<file path="config.mk">
export PLATFORM = sky130hd
export DESIGN_NAME = mem_port_arbiter
export DESIGN_NICKNAME = d
export VERILOG_FILES = /design/src/rtl/mem_port_arbiter.sv
export SDC_FILE = /design/constraint.sdc
export NUM_CORES = 1
export LEC_CHECK = 0
export CORE_AREA = 2 2 208 210
export DETAILED_ROUTE_END_ITERATION = 12
export DIE_AREA = 0 0 210 212
export PLACE_DENSITY = 0.35
export SYNTH_ARGS = -nofsm -noshare
export SYNTH_HDL_FRONTEND = slang
export SYNTH_SLANG_ARGS = --single-unit
</file>
<file path="constraint.sdc">
create_clock -name clk -period 3.7 [get_ports clk]
set_clock_uncertainty 0.2 [all_clocks]
set_input_delay 1.11 -clock clk [delete_from_list [all_inputs] [get_ports clk]]
set_output_delay 1.11 -clock clk [all_outputs]
set_load 0.02 [all_outputs]
</file>
<file path="src/rtl/mem_port_arbiter.sv">
// Shares one memory port between instruction fetch and load/store; data wins unless fetch has waited MAX_D_STREAK data grants.
// One outstanding transaction; define MEM_ARB_TIMEOUT_EN to add a response watchdog driving a sticky bus_err.
module mem_port_arbiter #(
  parameter int ADDR_W       = 64,
  parameter int DATA_W       = 64,
  parameter int TYPE_W       = 3,
  parameter int MAX_D_STREAK = 4,
  parameter int TIMEOUT      = 16
) (
  input  logic              clk,
  input  logic              reset,
  input  logic              if_req,
  input  logic [ADDR_W-1:0] if_addr,
  output logic              if_gnt,
  output logic              if_rvalid,
  output logic [DATA_W-1:0] if_rdata,
  input  logic              d_req,
  input  logic              d_we,
  input  logic [ADDR_W-1:0] d_addr,
  input  logic [DATA_W-1:0] d_wdata,
  input  logic [TYPE_W-1:0] d_type,
  output logic              d_gnt,
  output logic              d_rvalid,
  output logic [DATA_W-1:0] d_rdata,
  output logic              m_req,
  output logic              m_we,
  output logic [ADDR_W-1:0] m_addr,
  output logic [DATA_W-1:0] m_wdata,
  output logic [TYPE_W-1:0] m_type,
  input  logic              m_ready,
  input  logic              m_rvalid,
  input  logic [DATA_W-1:0] m_rdata,
  output logic              bus_err
);

  localparam int STREAK_W = $clog2(MAX_D_STREAK + 1);
  localparam logic [TYPE_W-1:0] FETCH_TYPE = TYPE_W'(3'b110);

  typedef enum logic [1:0] {IDLE, WAIT_IF, WAIT_D} state_t;

  state_t              state;
  logic [STREAK_W-1:0] streak;
  logic                dWin;
  logic                ifWin;
  logic                arbActive;
  logic                timedOut;

  always_comb begin
    dWin  = d_req && !(if_req && (streak == STREAK_W'(MAX_D_STREAK)));
    ifWin = if_req && !dWin;
  end

  // Gated by reset so every output reads 0 while reset is held, even with requests pending.
  assign arbActive = reset && (state == IDLE);

  always_comb begin
    m_req   = 1'b0;
    m_we    = 1'b0;
    m_addr  = '0;
    m_wdata = '0;
    m_type  = '0;
    if (arbActive && dWin) begin
      m_req   = 1'b1;
      m_we    = d_we;
      m_addr  = d_addr;
      m_wdata = d_wdata;
      m_type  = d_type;
    end else if (arbActive && ifWin) begin
      m_req  = 1'b1;
      m_addr = if_addr;
      m_type = FETCH_TYPE;
    end
  end

  assign d_gnt  = m_req && m_ready && dWin;
  assign if_gnt = m_req && m_ready && ifWin;

  assign if_rvalid = (state == WAIT_IF) && (m_rvalid || timedOut);
  assign d_rvalid  = (state == WAIT_D)  && (m_rvalid || timedOut);
  assign if_rdata  = ((state == WAIT_IF) && m_rvalid) ? m_rdata : '0;
  assign d_rdata   = ((state == WAIT_D)  && m_rvalid) ? m_rdata : '0;

  always_ff @(posedge clk or negedge reset) begin
    if (!reset) begin
      state  <= IDLE;
      streak <= '0;
    end else begin
      case (state)
        IDLE: begin
          if (d_gnt) begin
            state <= WAIT_D;
            if (!if_req)
              streak <= '0;
            else if (streak != STREAK_W'(MAX_D_STREAK))
              streak <= streak + 1'b1;
          end else if (if_gnt) begin
            state  <= WAIT_IF;
            streak <= '0;
          end
        end
        WAIT_IF, WAIT_D: begin
          if (m_rvalid || timedOut)
            state <= IDLE;
        end
        default: state <= IDLE;
      endcase
    end
  end

`ifdef MEM_ARB_TIMEOUT_EN
  localparam int TIMER_W = $clog2(TIMEOUT + 1);

  logic [TIMER_W-1:0] timer;
  logic               busErr;

  // A response arriving in the timeout cycle takes priority over the watchdog.
  assign timedOut = (state != IDLE) && !m_rvalid && (timer == TIMER_W'(TIMEOUT));

  always_ff @(posedge clk or negedge reset) begin
    if (!reset) begin
      timer  <= '0;
      busErr <= 1'b0;
    end else begin
      if (if_gnt || d_gnt)
        timer <= '0;
      else if ((state != IDLE) && !m_rvalid && !timedOut)
        timer <= timer + 1'b1;
      if (timedOut)
        busErr <= 1'b1;
    end
  end

  assign bus_err = busErr;
`else
  logic unusedTimeout;
  assign unusedTimeout = (TIMEOUT > 0);
  assign timedOut      = 1'b0;
  assign bus_err       = 1'b0;
`endif

endmodule

</file>
==> results.yml, run 1 <==
placed_design:
  dpl-instance-area_mm2: 0.00850
  place.gp.congestion: 0.781
  detailed_place_hpwl_um: 21700
  placement_setup_slack_ns: -0.772
  dpl.cell_count: 1411
  place.port_buffers: 530
run_status:
  outcome: "complete, no violations"
synthesis:
  yosys.area_share.xor_xnor_pct: 0
  synth_area_mm2: 0.00244
  area_fraction_in_compound_gates_after_synthesis_pct: 27.5
  post_synthesis_simple_gate_area_fraction_pct: 53.4
  synth.mux.area_fraction_pct: 0
  postSynthNetCount: 627
  synth_warnings: 0
  avgSynthCellArea_um2: 6.86
  synth.yosys.seq_area_share_pct: 5.13
  yosysUniqueCellTypes: 30
  synth_adder_area_share_pct: 2.56
  postSynthCellCount: 356
  main_combinational_cell_family_by_area_after_synthesis: "simple AND/OR/NAND/NOR gates"
  ys_ff_latch: 5
floorplan:
  die_y_um: 212
  num_rows: 76
  die_x_um: 210
  io_pins: 532
  starting_density_of_the_core_pct: 5.74
  die_area_mm2: 0.0445
  core_mm2: 0.0425
worst_hold_path:
  timing.hold.worst.start: "streak[1]$_DFFE_PN0P_"
  timing.hold.worst_path_depth: 2
  worst_hold_path.endpoint: "streak[1]$_DFFE_PN0P_"
  hold_path.class: "reg2reg"
clock_network:
  clock_latency_ns: 0.23
  cts_made_buffers: 3
  cts-htree-levels: 1
  cts_tree: "done"
  clk_sink_count: 5
  cts_root_buf: "sky130_fd_sc_hd__clkbuf_16"
  ctsLongestPathBuffers: 2
  path_clk_slew_ns: 0.03
timing:
  timing_hold_violations_final: 0
  finalCritPeriodShare_pct: 99.6
  timing.final.ws_setup_ns: 0.0142
  layout_min_cycle_time_ns: 3.69
  count_of_pins_over_their_slew_limit: 0
  max_freq_ghz: 0.271
  setup_violations: 0
  hold-worst-slack_ns: 0.319
detailed_routing:
  number_of_vias_per_cell: 3.50
  detailedRoute.firstPassIterationCount: 4
  drt_iter0_drc: 144
  ant_nets: 0
  routed_wl_um: 26200
  drt_drc_violations_left: 0
  route.detailed.wl_per_inst_um: 18.4
  detailroute.via_count: 5004
power_and_ir_drop:
  seq_pwr_share_pct: 3.8
  power-per-cell-area_mw_per_mm2: 235
  clock_share_of_power_pct: 8.7
  switching_share_pct: 45.9
  vdd_drop_max_mv: 0.0971
  power_frac_comb_pct: 87.5
  power.static_leakage_nw: 4.47
  net_switching_uw: 931
  internal-power_mw: 1.10
grt:
  grt_remaining_overflow: 0
  number_of_antenna_violations_at_the_first_check_in_global_routing: 6
  grt_usage_pct: 10.5
  grt_pass1_wl_um: 35000
  first_global_vias: 5057
  grt_start_max_net_pins: 71
final_layout:
  finalCoreUtilization_pct: 20.3
  final-instance-count-excl-fill: 1428
  post-route-cell-area_mm2: 0.00863
  layout.nets: 1153
  post_route_cells_drive_above_1_share_pct: 22.0
  synthToLayoutAreaGrowth_pct: 253
critical_path:
  worst-path-max-fanout: 2
  critPathLaunchType: "primary input"
  r2r-start: "state[0]$_DFFE_PN0P_"
  r2r_cells: 7
  critPathMaxStageDelay_ns: 0.60
  worst_path_dominant_cell_family: "buffers and inverters"
  rr_endpoint: "streak[2]$_DFFE_PN0P_"
  worst_setup_path_end_kind: "primary output"
  dominant_cell_type_by_count_on_the_critical_path: "sky130_fd_sc_hd__clkdlybuf4s50_1"
  critPathBufInv: 2
  rrSetupSlack_ns: 1.77
  arrival_ns: 2.38
  cp.depth: 3
  slowest_stage_cell_on_the_critical_path: "sky130_fd_sc_hd__clkdlybuf4s50_1"
  timing.setup.critical_path_class: "in2out"
  crit_path_cell_trace: "clkdlybuf4s50_1 > and3_1 > clkdlybuf4s50_1"
  crit_required_ns: 2.39
job:
  drv.max_cap_violation_count: 0
## repair_timing
item / CTS / global route
cloned: 4 / 0
pin swaps: 7 / 1
hold buffers: 0 / 0
resized for setup: 451 / 41
buffers inserted: 8 / 0
endpoints found under the setup margin: 156 / 68
## power groups by stage
stage | Combinational, mW | Sequential, mW | Clock [mW]
global placement | 1.82 | 0.0783 | 0
detailed placement | 1.79 | 0.0776 | 0
global route | 1.88 | 0.0793 | 0.186
finish | 1.77 | 0.0772 | 0.177
floorplan | 0.778 | 0.0755 | 0
CTS | 1.81 | 0.0776 | 0.179
## how the worst max path moves through the flow
| stage | startpoint | to |
|---|---|---|
| 4_1_cts | m_rdata[21] | d_rdata[21] |
| 3_5_place_dp | reset | m_addr[44] |
| 2_1_floorplan | if_req | m_addr[41] |
| 6_report | m_rdata[30] | if_rdata[30] |
| 5_1_grt | m_rdata[11] | if_rdata[11] |
| 3_3_place_gp | reset | m_addr[44] |
## stage by stage
stage | power [mW] | TNS, ns
after floorplan | 0.853 | 0
after global placement | 1.90 | -80.31
after detailed placement | 1.87 | -81.83
after CTS | 2.07 | 0
after global routing | 2.15 | -0.000332
final | 2.03 | 0
## worst register-to-register path: cells and delay by family (launching register included)
| kind | cells | cell delay [ns] |
|---|---|---|
| buf+inv | 3 | 0.47 |
| compound gates | 3 | 0.53 |
| fa+ha+maj | 1 | 0.25 |
| flops | 1 | 0.37 |
## cells in the mapped netlist
library cell	count	area share [%]
sky130_fd_sc_hd__and2_1	68	17
sky130_fd_sc_hd__clkbuf_2	6	1.2
sky130_fd_sc_hd__a21oi_1	3	0.61
sky130_fd_sc_hd__a41o_1	1	0.41
sky130_fd_sc_hd__nand3_1	1	0.20
sky130_fd_sc_hd__buf_6	4	1.8
sky130_fd_sc_hd__a22o_1	64	23
sky130_fd_sc_hd__and3_1	128	33
sky130_fd_sc_hd__a21o_1	4	1.2
sky130_fd_sc_hd__buf_4	2	0.61
sky130_fd_sc_hd__o211ai_1	1	0.31
sky130_fd_sc_hd__inv_1	5	0.77
sky130_fd_sc_hd__o2111ai_2	1	0.61
sky130_fd_sc_hd__dfrtp_1	5	5.1
sky130_fd_sc_hd__o2bb2ai_1	1	0.36
sky130_fd_sc_hd__ha_1	5	2.6
sky130_fd_sc_hd__nand3_2	1	0.41
sky130_fd_sc_hd__conb_1	1	0.15
sky130_fd_sc_hd__and4_4	1	0.46
sky130_fd_sc_hd__nor2_1	2	0.31
sky130_fd_sc_hd__o32ai_1	1	0.36
sky130_fd_sc_hd__nor4_1	1	0.26
sky130_fd_sc_hd__nand4_1	1	0.26
sky130_fd_sc_hd__buf_2	11	2.3
sky130_fd_sc_hd__nor2b_1	1	0.26
sky130_fd_sc_hd__o21ai_0	1	0.20
sky130_fd_sc_hd__nand2_1	4	0.61
sky130_fd_sc_hd__clkbuf_1	30	4.6
sky130_fd_sc_hd__o211a_1	1	0.41
sky130_fd_sc_hd__nor4b_1	1	0.36
## sequential cells by signal, summed over array words and instances (netlist names)
| signal | cells |
|---|---|
| streak | 3 |
| state | 2 |
## cell usage in the layout (no fill, tap or decap), types with 5 or more instances in the layout
cell / count
sky130_fd_sc_hd__and2_4: 5
sky130_fd_sc_hd__buf_6: 12
sky130_fd_sc_hd__clkbuf_2: 6
sky130_fd_sc_hd__inv_1: 5
sky130_fd_sc_hd__clkdlybuf4s50_1: 341
sky130_fd_sc_hd__dlymetal6s2s_1: 27
sky130_fd_sc_hd__and3_1: 128
sky130_fd_sc_hd__buf_2: 48
sky130_fd_sc_hd__dfrtp_1: 5
sky130_fd_sc_hd__buf_12: 12
sky130_fd_sc_hd__a22o_1: 62
sky130_fd_sc_hd__and2_1: 63
sky130_fd_sc_hd__clkdlybuf4s15_2: 38
sky130_fd_sc_hd__clkdlybuf4s15_1: 5
sky130_fd_sc_hd__buf_4: 55
sky130_fd_sc_hd__dlygate4sd2_1: 24
## routing by layer
metal / GRT usage [%] / wire [um] / vias up
met5: 0 / 50 / -
met4: 2.47 / 584 / 8
met3: 4.37 / 2940 / 26
met2: 19.3 / 13000 / 329
met1: 11.2 / 9640 / 2279
li1: - / - / 2362
## cells by family (layout without fill, tap and decap cells)
group,Yosys count,after routing
AOI/OAI and AO/OA,78,78
adders and majority gates,5,5
buffers and inverters,58,583
DFF,5,5
other,1,2
and+or+nand+nor,209,209
## final cells by class
| class | instances | area (um^2) |
|---|---|---|
| diodes | 1 | 2.50 |
| clock buffers | 4 | 78.8 |
| fillers | 4734 | 33900 |
| inverters | 5 | 18.8 |
| multi-input cells | 293 | 2090 |
| flip-flops and latches | 5 | 125 |
| well taps | 546 | 683 |
| repair buffers | 574 | 5630 |
Note: power is estimated with default switching activity, not from simulation.
==> run 2: changes to the inputs <==
==> config.mk (replaced) <==
export PLATFORM = sky130hd
export DESIGN_NAME = mem_port_arbiter
export DESIGN_NICKNAME = d
export VERILOG_FILES = /design/src/rtl/mem_port_arbiter.sv
export SDC_FILE = /design/constraint.sdc
export NUM_CORES = 1
export LEC_CHECK = 0
export CELL_PAD_IN_SITES_DETAIL_PLACEMENT = 1
export CELL_PAD_IN_SITES_GLOBAL_PLACEMENT = 1
export CORE_AREA = 2 2 207 209
export DETAILED_ROUTE_END_ITERATION = 12
export DIE_AREA = 0 0 209 211
export PLACE_DENSITY = 0.56
export SYNTH_ARGS = -nofsm -noshare
export SYNTH_HDL_FRONTEND = slang
export SYNTH_SLANG_ARGS = --single-unit
==> run 2 against run 1 <==
Clock-buffer cell count down 1. Sequential power about the same. Register-to-register slack better by 0.06 ns. Fmax about the same. Non-clock buffer count up 5. Largest power group unchanged. Via count up 2.5%. Clock power about the same. Worst setup slack better by 0.0033 ns. Global-route usage up 2.1 points.
==> results.yml, run 2 (synthesized netlist as in run 1, its figures left out) <==
critical_path:
  worst-path-max-fanout: 2
  critPathMaxStageDelay_ns: 0.61
  crit_path_cell_trace: "clkdlybuf4s50_1 > and3_1 > clkdlybuf4s50_1"
  slowest_stage_cell_on_the_critical_path: "sky130_fd_sc_hd__clkdlybuf4s50_1"
  crit_required_ns: 2.39
  critPathLaunchType: "primary input"
  dominant_cell_type_by_count_on_the_critical_path: "sky130_fd_sc_hd__clkdlybuf4s50_1"
  worst_path_dominant_cell_family: "buffers and inverters"
  critPathBufInv: 2
  arrival_ns: 2.37
  worst_setup_path_end_kind: "primary output"
  timing.setup.critical_path_class: "in2out"
clock_network:
  number_of_hold_repair_buffers_added_at_the_cts_stage: 0
  cts_root_buf: "sky130_fd_sc_hd__clkbuf_16"
  cts-htree-levels: 1
  clock_latency_ns: 0.23
  path_clk_slew_ns: 0.04
  cts_made_buffers: 3
  clk_sink_count: 5
  cts_tree: "done"
  ctsLongestPathBuffers: 2
final_layout:
  post_route_cells_drive_above_1_share_pct: 22.8
  finalCoreUtilization_pct: 21.6
  layout.cells.most_common_list: "sky130_fd_sc_hd__clkdlybuf4s50_1 (343), sky130_fd_sc_hd__and3_1 (128), sky130_fd_sc_hd__a22o_1 (63), sky130_fd_sc_hd__buf_4 (58), sky130_fd_sc_hd__and2_1 (55)"
  multi_input_combinational_cell_area_mm2: 0.00210
  layout.nets: 1158
  most_common_cell_after_layout_fill_and_taps_aside: "sky130_fd_sc_hd__clkdlybuf4s50_1"
  registers.top_by_ff_count: "streak"
  reg.largest.list: "streak: 3 flops, state: 2 flops"
  seq_area_um2: 125
  largest_reg_flops: 3
  synthToLayoutAreaGrowth_pct: 270
  filler_cell_count: 4921
timing:
  grt_setup_unrepaired: "yes"
  layout_min_cycle_time_ns: 3.68
  setup_violations: 0
  timing.final.ws_setup_ns: 0.0175
  timing_hold_violations_final: 0
  max_freq_ghz: 0.272
  finalCritPeriodShare_pct: 99.5
  count_of_pins_over_their_slew_limit: 0
grt:
  number_of_antenna_violations_at_the_first_check_in_global_routing: 12
  grt_pass1_wl_um: 40700
  grt_usage_pct: 12.6
  first_global_vias: 5418
  grt_remaining_overflow: 0
  grt_util_met3_pct: 4.00
  grt_start_max_net_pins: 66
  grt_use_met1_pct: 12.8
  groute.layer.met2.usage_pct: 25.3
  grt_busiest_layer: "met2"
job:
  drv.max_cap_violation_count: 0
floorplan:
  num_rows: 75
  die_area_mm2: 0.0441
  core_mm2: 0.0418
  io_pins: 532
  die_y_um: 211
  starting_density_of_the_core_pct: 5.85
  die_x_um: 209
placed_design:
  place.port_buffers: 530
  placement_setup_slack_ns: -0.803
  place.gp.congestion: 0.779
  detailed_place_hpwl_um: 24400
worst_hold_path:
  hold_path.class: "reg2reg"
detailed_routing:
  ant_nets: 0
  drt_drc_violations_left: 0
  routed_wl_um: 30200
  drt_iter0_drc: 178
  detailedRoute.firstPassIterationCount: 4
  detailroute.via_count: 5127
  number_of_vias_per_cell: 3.58
  route.detailed.wl_per_inst_um: 21.1
power_and_ir_drop:
  power.static_leakage_nw: 4.74
  vdd_drop_max_mv: 0.110
  power-per-cell-area_mw_per_mm2: 242
run_status:
  outcome: "complete, no violations"
==> run 2: repair_timing <==
action                                  CTS  global route
setup buffers                            12             1
pin swaps                                 7             1
cloned                                    9             0
gates resized for setup                 457            52
endpoints found under the setup margin  194            76
==> run 2: worst reg2reg max path, cell delays in order, from the launching register on <==
cell	delay, ns
sky130_fd_sc_hd__dfrtp_1	0.37
sky130_fd_sc_hd__inv_1	0.11
sky130_fd_sc_hd__ha_1	0.30
sky130_fd_sc_hd__o2111ai_2	0.21
sky130_fd_sc_hd__buf_4	0.20
sky130_fd_sc_hd__a41o_1	0.19
sky130_fd_sc_hd__a21o_1	0.17
==> run 2: per-stage QoR <==
step / std cells / area, um^2 / power, mW / hold WS, ns / TNS, ns
final: 1431 / 9020 / 2.18 / 0.343 / 0
after global routing: 1428 / 9010 / 2.29 / 0.364 / -0.149
after CTS: 1425 / 8980 / 2.24 / 0.346 / -0.00319
after detailed placement: 1400 / 8660 / 1.93 / 0.339 / -83.13
after global placement: 1400 / 8660 / 1.93 / 0.299 / -81.61
after floorplan: 356 / 2440 / 0.853 / 0.275 / 0
==> run 2: area by class of cell <==
| cell class | count | area share [%] |
|---|---|---|
| clock inverters | 1 | 0.0555 |
| inverters | 5 | 0.208 |
| multi-input cells | 293 | 23.2 |
| repair buffers | 579 | 66.6 |
| well taps | 539 | 7.48 |
| clock buffers | 3 | 0.832 |
| flip-flops and latches | 5 | 1.39 |
| diodes | 6 | 0.166 |
==> run 2: path summary, 6_finish.rpt <==
check                                      start                    end  slack [ns]  cells past startpoint
min                        streak[0]$_DFFE_PN0P_  streak[0]$_DFFE_PN0P_        0.34                      1
max                                  m_rdata[36]           if_rdata[36]        0.02                      3
min in group asynchronous                  reset   state[0]$_DFFE_PN0P_        0.72                      2
max reg2reg                 state[1]$_DFFE_PN0P_  streak[2]$_DFFE_PN0P_        1.83                      6
min reg2reg                streak[0]$_DFFE_PN0P_  streak[0]$_DFFE_PN0P_        0.34                      1
max in group asynchronous                  reset  streak[2]$_DFFE_PN0P_        2.44                      2
==> run 2: metal layers <==
metal | wire (um) | vias to the layer above
met1 | 10500 | 2423
li1 | - | 2383
met5 | 72 | -
met4 | 549 | 10
met3 | 2500 | 31
met2 | 16500 | 280
==> run 2: where the power goes <==
part	switching [mW]	leakage [nW]	total (mW)	internal, mW
Combinational	0.941	4.64	1.92	0.980
Sequential	0.00993	0.0677	0.0774	0.0675
Clock	0.0385	0.0409	0.180	0.141
==> run 3: changes to the inputs <==
==> constraint.sdc (replaced) <==
create_clock -name clk -period 3.7 [get_ports clk]
set_clock_uncertainty 0.2 [all_clocks]
set_input_delay 0.555 -clock clk [delete_from_list [all_inputs] [get_ports clk]]
set_output_delay 0.555 -clock clk [all_outputs]
set_load 0.02 [all_outputs]
==> run 3 against run 2 <==
Non-clock buffer count is 32 lower. Clock power hardly changed. First-iteration DRC count is 5.1% lower. Sequential cell count stayed put. Worst hold slack worse by 0.025 ns. Cell count is 2.4% lower. Via count is 4.1% lower. Worst setup slack better by 0.28 ns. Power is 5.2% lower. Global-route usage is 0.80 points lower. Clock-buffer cell count is 1 higher.
==> results.yml, run 3 (synthesized netlist as in run 1, its figures left out) <==
run_status:
  outcome: "complete, no violations"
clock_network:
  cts_root_buf: "sky130_fd_sc_hd__clkbuf_16"
  number_of_hold_repair_buffers_added_at_the_cts_stage: 0
  clock_latency_ns: 0.23
  clk_sink_count: 5
  ctsResizeCount: 0
  cts_tree: "done"
  cts_made_buffers: 3
  ctsLongestPathBuffers: 2
  path_clk_slew_ns: 0.03
  cts-htree-levels: 1
  postCtsSetupRepairBufs: 0
final_layout:
  largest_reg_flops: 3
  layout.nets: 1126
  multi_input_combinational_cell_area_mm2: 0.00205
  seq_area_um2: 125
  post_route_cells_drive_above_1_share_pct: 7.14
  layout.cells.most_common_list: "sky130_fd_sc_hd__clkdlybuf4s50_1 (493), sky130_fd_sc_hd__and3_1 (128), sky130_fd_sc_hd__and2_1 (68), sky130_fd_sc_hd__a22o_1 (64), sky130_fd_sc_hd__buf_12 (29)"
  reg.largest.list: "streak: 3 flops, state: 2 flops"
  finalCoreUtilization_pct: 20.7
  most_common_cell_after_layout_fill_and_taps_aside: "sky130_fd_sc_hd__clkdlybuf4s50_1"
  registers.top_by_ff_count: "streak"
  final-instance-count-excl-fill: 1397
  filler_cell_count: 4906
  synthToLayoutAreaGrowth_pct: 255
critical_path:
  timing.setup.critical_path_class: "in2out"
  critPathMaxStageDelay_ns: 0.65
  critPathLaunchType: "primary input"
  worst-path-max-fanout: 35
  dominant_cell_type_by_count_on_the_critical_path: "sky130_fd_sc_hd__clkdlybuf4s50_1"
  arrival_ns: 2.64
  worst_setup_path_end_kind: "primary output"
  crit_required_ns: 2.94
  slowest_stage_cell_on_the_critical_path: "sky130_fd_sc_hd__clkdlybuf4s50_1"
  crit_path_cell_trace: "clkdlybuf4s50_1 > nand3_2 > and4_4 > buf_12 > a22o_1 > clkdlybuf4s50_1"
timing:
  timing_worst_slew_pin_value_ns: 0.617
  count_of_pins_over_their_slew_limit: 0
  max-slew-margin-rel_pct: 58.9
  finalCritPeriodShare_pct: 91.9
  layout_min_cycle_time_ns: 3.40
  grt_setup_unrepaired: "no"
  timing_hold_violations_final: 0
  setup_violations: 0
  max_freq_ghz: 0.294
  fin_tns_setup_ns: 0
floorplan:
  die_y_um: 211
  die_area_mm2: 0.0441
  starting_density_of_the_core_pct: 5.85
  die_x_um: 209
  num_rows: 75
  io_pins: 532
  core_mm2: 0.0418
worst_hold_path:
  hold_path.class: "reg2reg"
placed_design:
  place.gp.congestion: 0.795
  dpl.cell_count: 1389
  place.port_buffers: 530
  detailed_place_hpwl_um: 24400
power_and_ir_drop:
  seq_pwr_share_pct: 3.7
  clock_share_of_power_pct: 8.8
  net_switching_uw: 929
  power.static_leakage_nw: 3.62
  vdd_drop_max_mv: 0.116
  power-per-cell-area_mw_per_mm2: 239
  internal-power_mw: 1.14
  switching_share_pct: 45.0
  power_frac_comb_pct: 87.5
grt:
  number_of_antenna_violations_at_the_first_check_in_global_routing: 8
  grt_remaining_overflow: 0
  grt_usage_pct: 11.8
  grt_start_max_net_pins: 67
  first_global_vias: 5111
  grt_pass1_wl_um: 38200
detailed_routing:
  number_of_vias_per_cell: 3.52
  routed_wl_um: 28300
  detailedRoute.firstPassIterationCount: 4
  ant_nets: 0
  route.detailed.wl_per_inst_um: 20.3
  detailroute.via_count: 4916
  drt_drc_violations_left: 0
  drt_iter0_drc: 169
job:
  drv.max_cap_violation_count: 0
[run 3: cell type report]
class	instances	area share, %
flip-flops and latches	5	1.45
repair buffers	547	65.8
diodes	4	0.116
inverters	5	0.217
clock buffers	4	0.910
multi-input cells	293	23.7
well taps	539	7.79
[run 3: metrics by stage]
step / setup slack (ns) / hold WS (ns) / area [um^2] / power, mW
final: 0.301 / 0.318 / 8660 / 2.07
after global routing: 0.169 / 0.383 / 8650 / 2.18
after CTS: 0.250 / 0.325 / 8650 / 2.10
after detailed placement: 0.268 / 0.317 / 8570 / 1.91
after global placement: 0.274 / 0.297 / 8570 / 1.90
after floorplan: 1.33 / 0.0594 / 2440 / 0.853
[run 3: routing by layer]
metal | track usage [%] | routed length (um)
met3 | 4.09 | 2450
met1 | 12.3 | 10100
met5 | 0 | 40
met4 | 1.65 | 394
met2 | 23.3 | 15300
[run 3: worst paths after layout]
check / start / endpoint / depth (start not counted) / slack, ns
setup / recovery: if_req / m_addr[63] / 6 / 0.30
hold / removal: streak[1]$_DFFE_PN0P_ / streak[1]$_DFFE_PN0P_ / 2 / 0.32
setup reg to reg: state[1]$_DFFE_PN0P_ / streak[2]$_DFFE_PN0P_ / 6 / 1.86
hold reg to reg: streak[1]$_DFFE_PN0P_ / streak[1]$_DFFE_PN0P_ / 2 / 0.32
max in group asynchronous: reset / state[0]$_DFFE_PN0P_ / 2 / 2.67
min in group asynchronous: reset / streak[2]$_DFFE_PN0P_ / 2 / 0.51
[run 3: critical path: cells and delay by family]
family | cells | cell delay (ns)
AOI/OAI and AO/OA | 1 | 0.21
buffers and inverters | 3 | 1.35
and+or+nand+nor | 2 | 0.51
[run 3: power by group through the flow]
stage | Sequential [mW] | Combinational, mW | Clock, mW
after floorplan | 0.0755 | 0.778 | 0
after global placement | 0.0768 | 1.82 | 0
after detailed placement | 0.0783 | 1.83 | 0
after CTS | 0.0778 | 1.84 | 0.184
after global routing | 0.0797 | 1.92 | 0.189
final | 0.0774 | 1.81 | 0.182
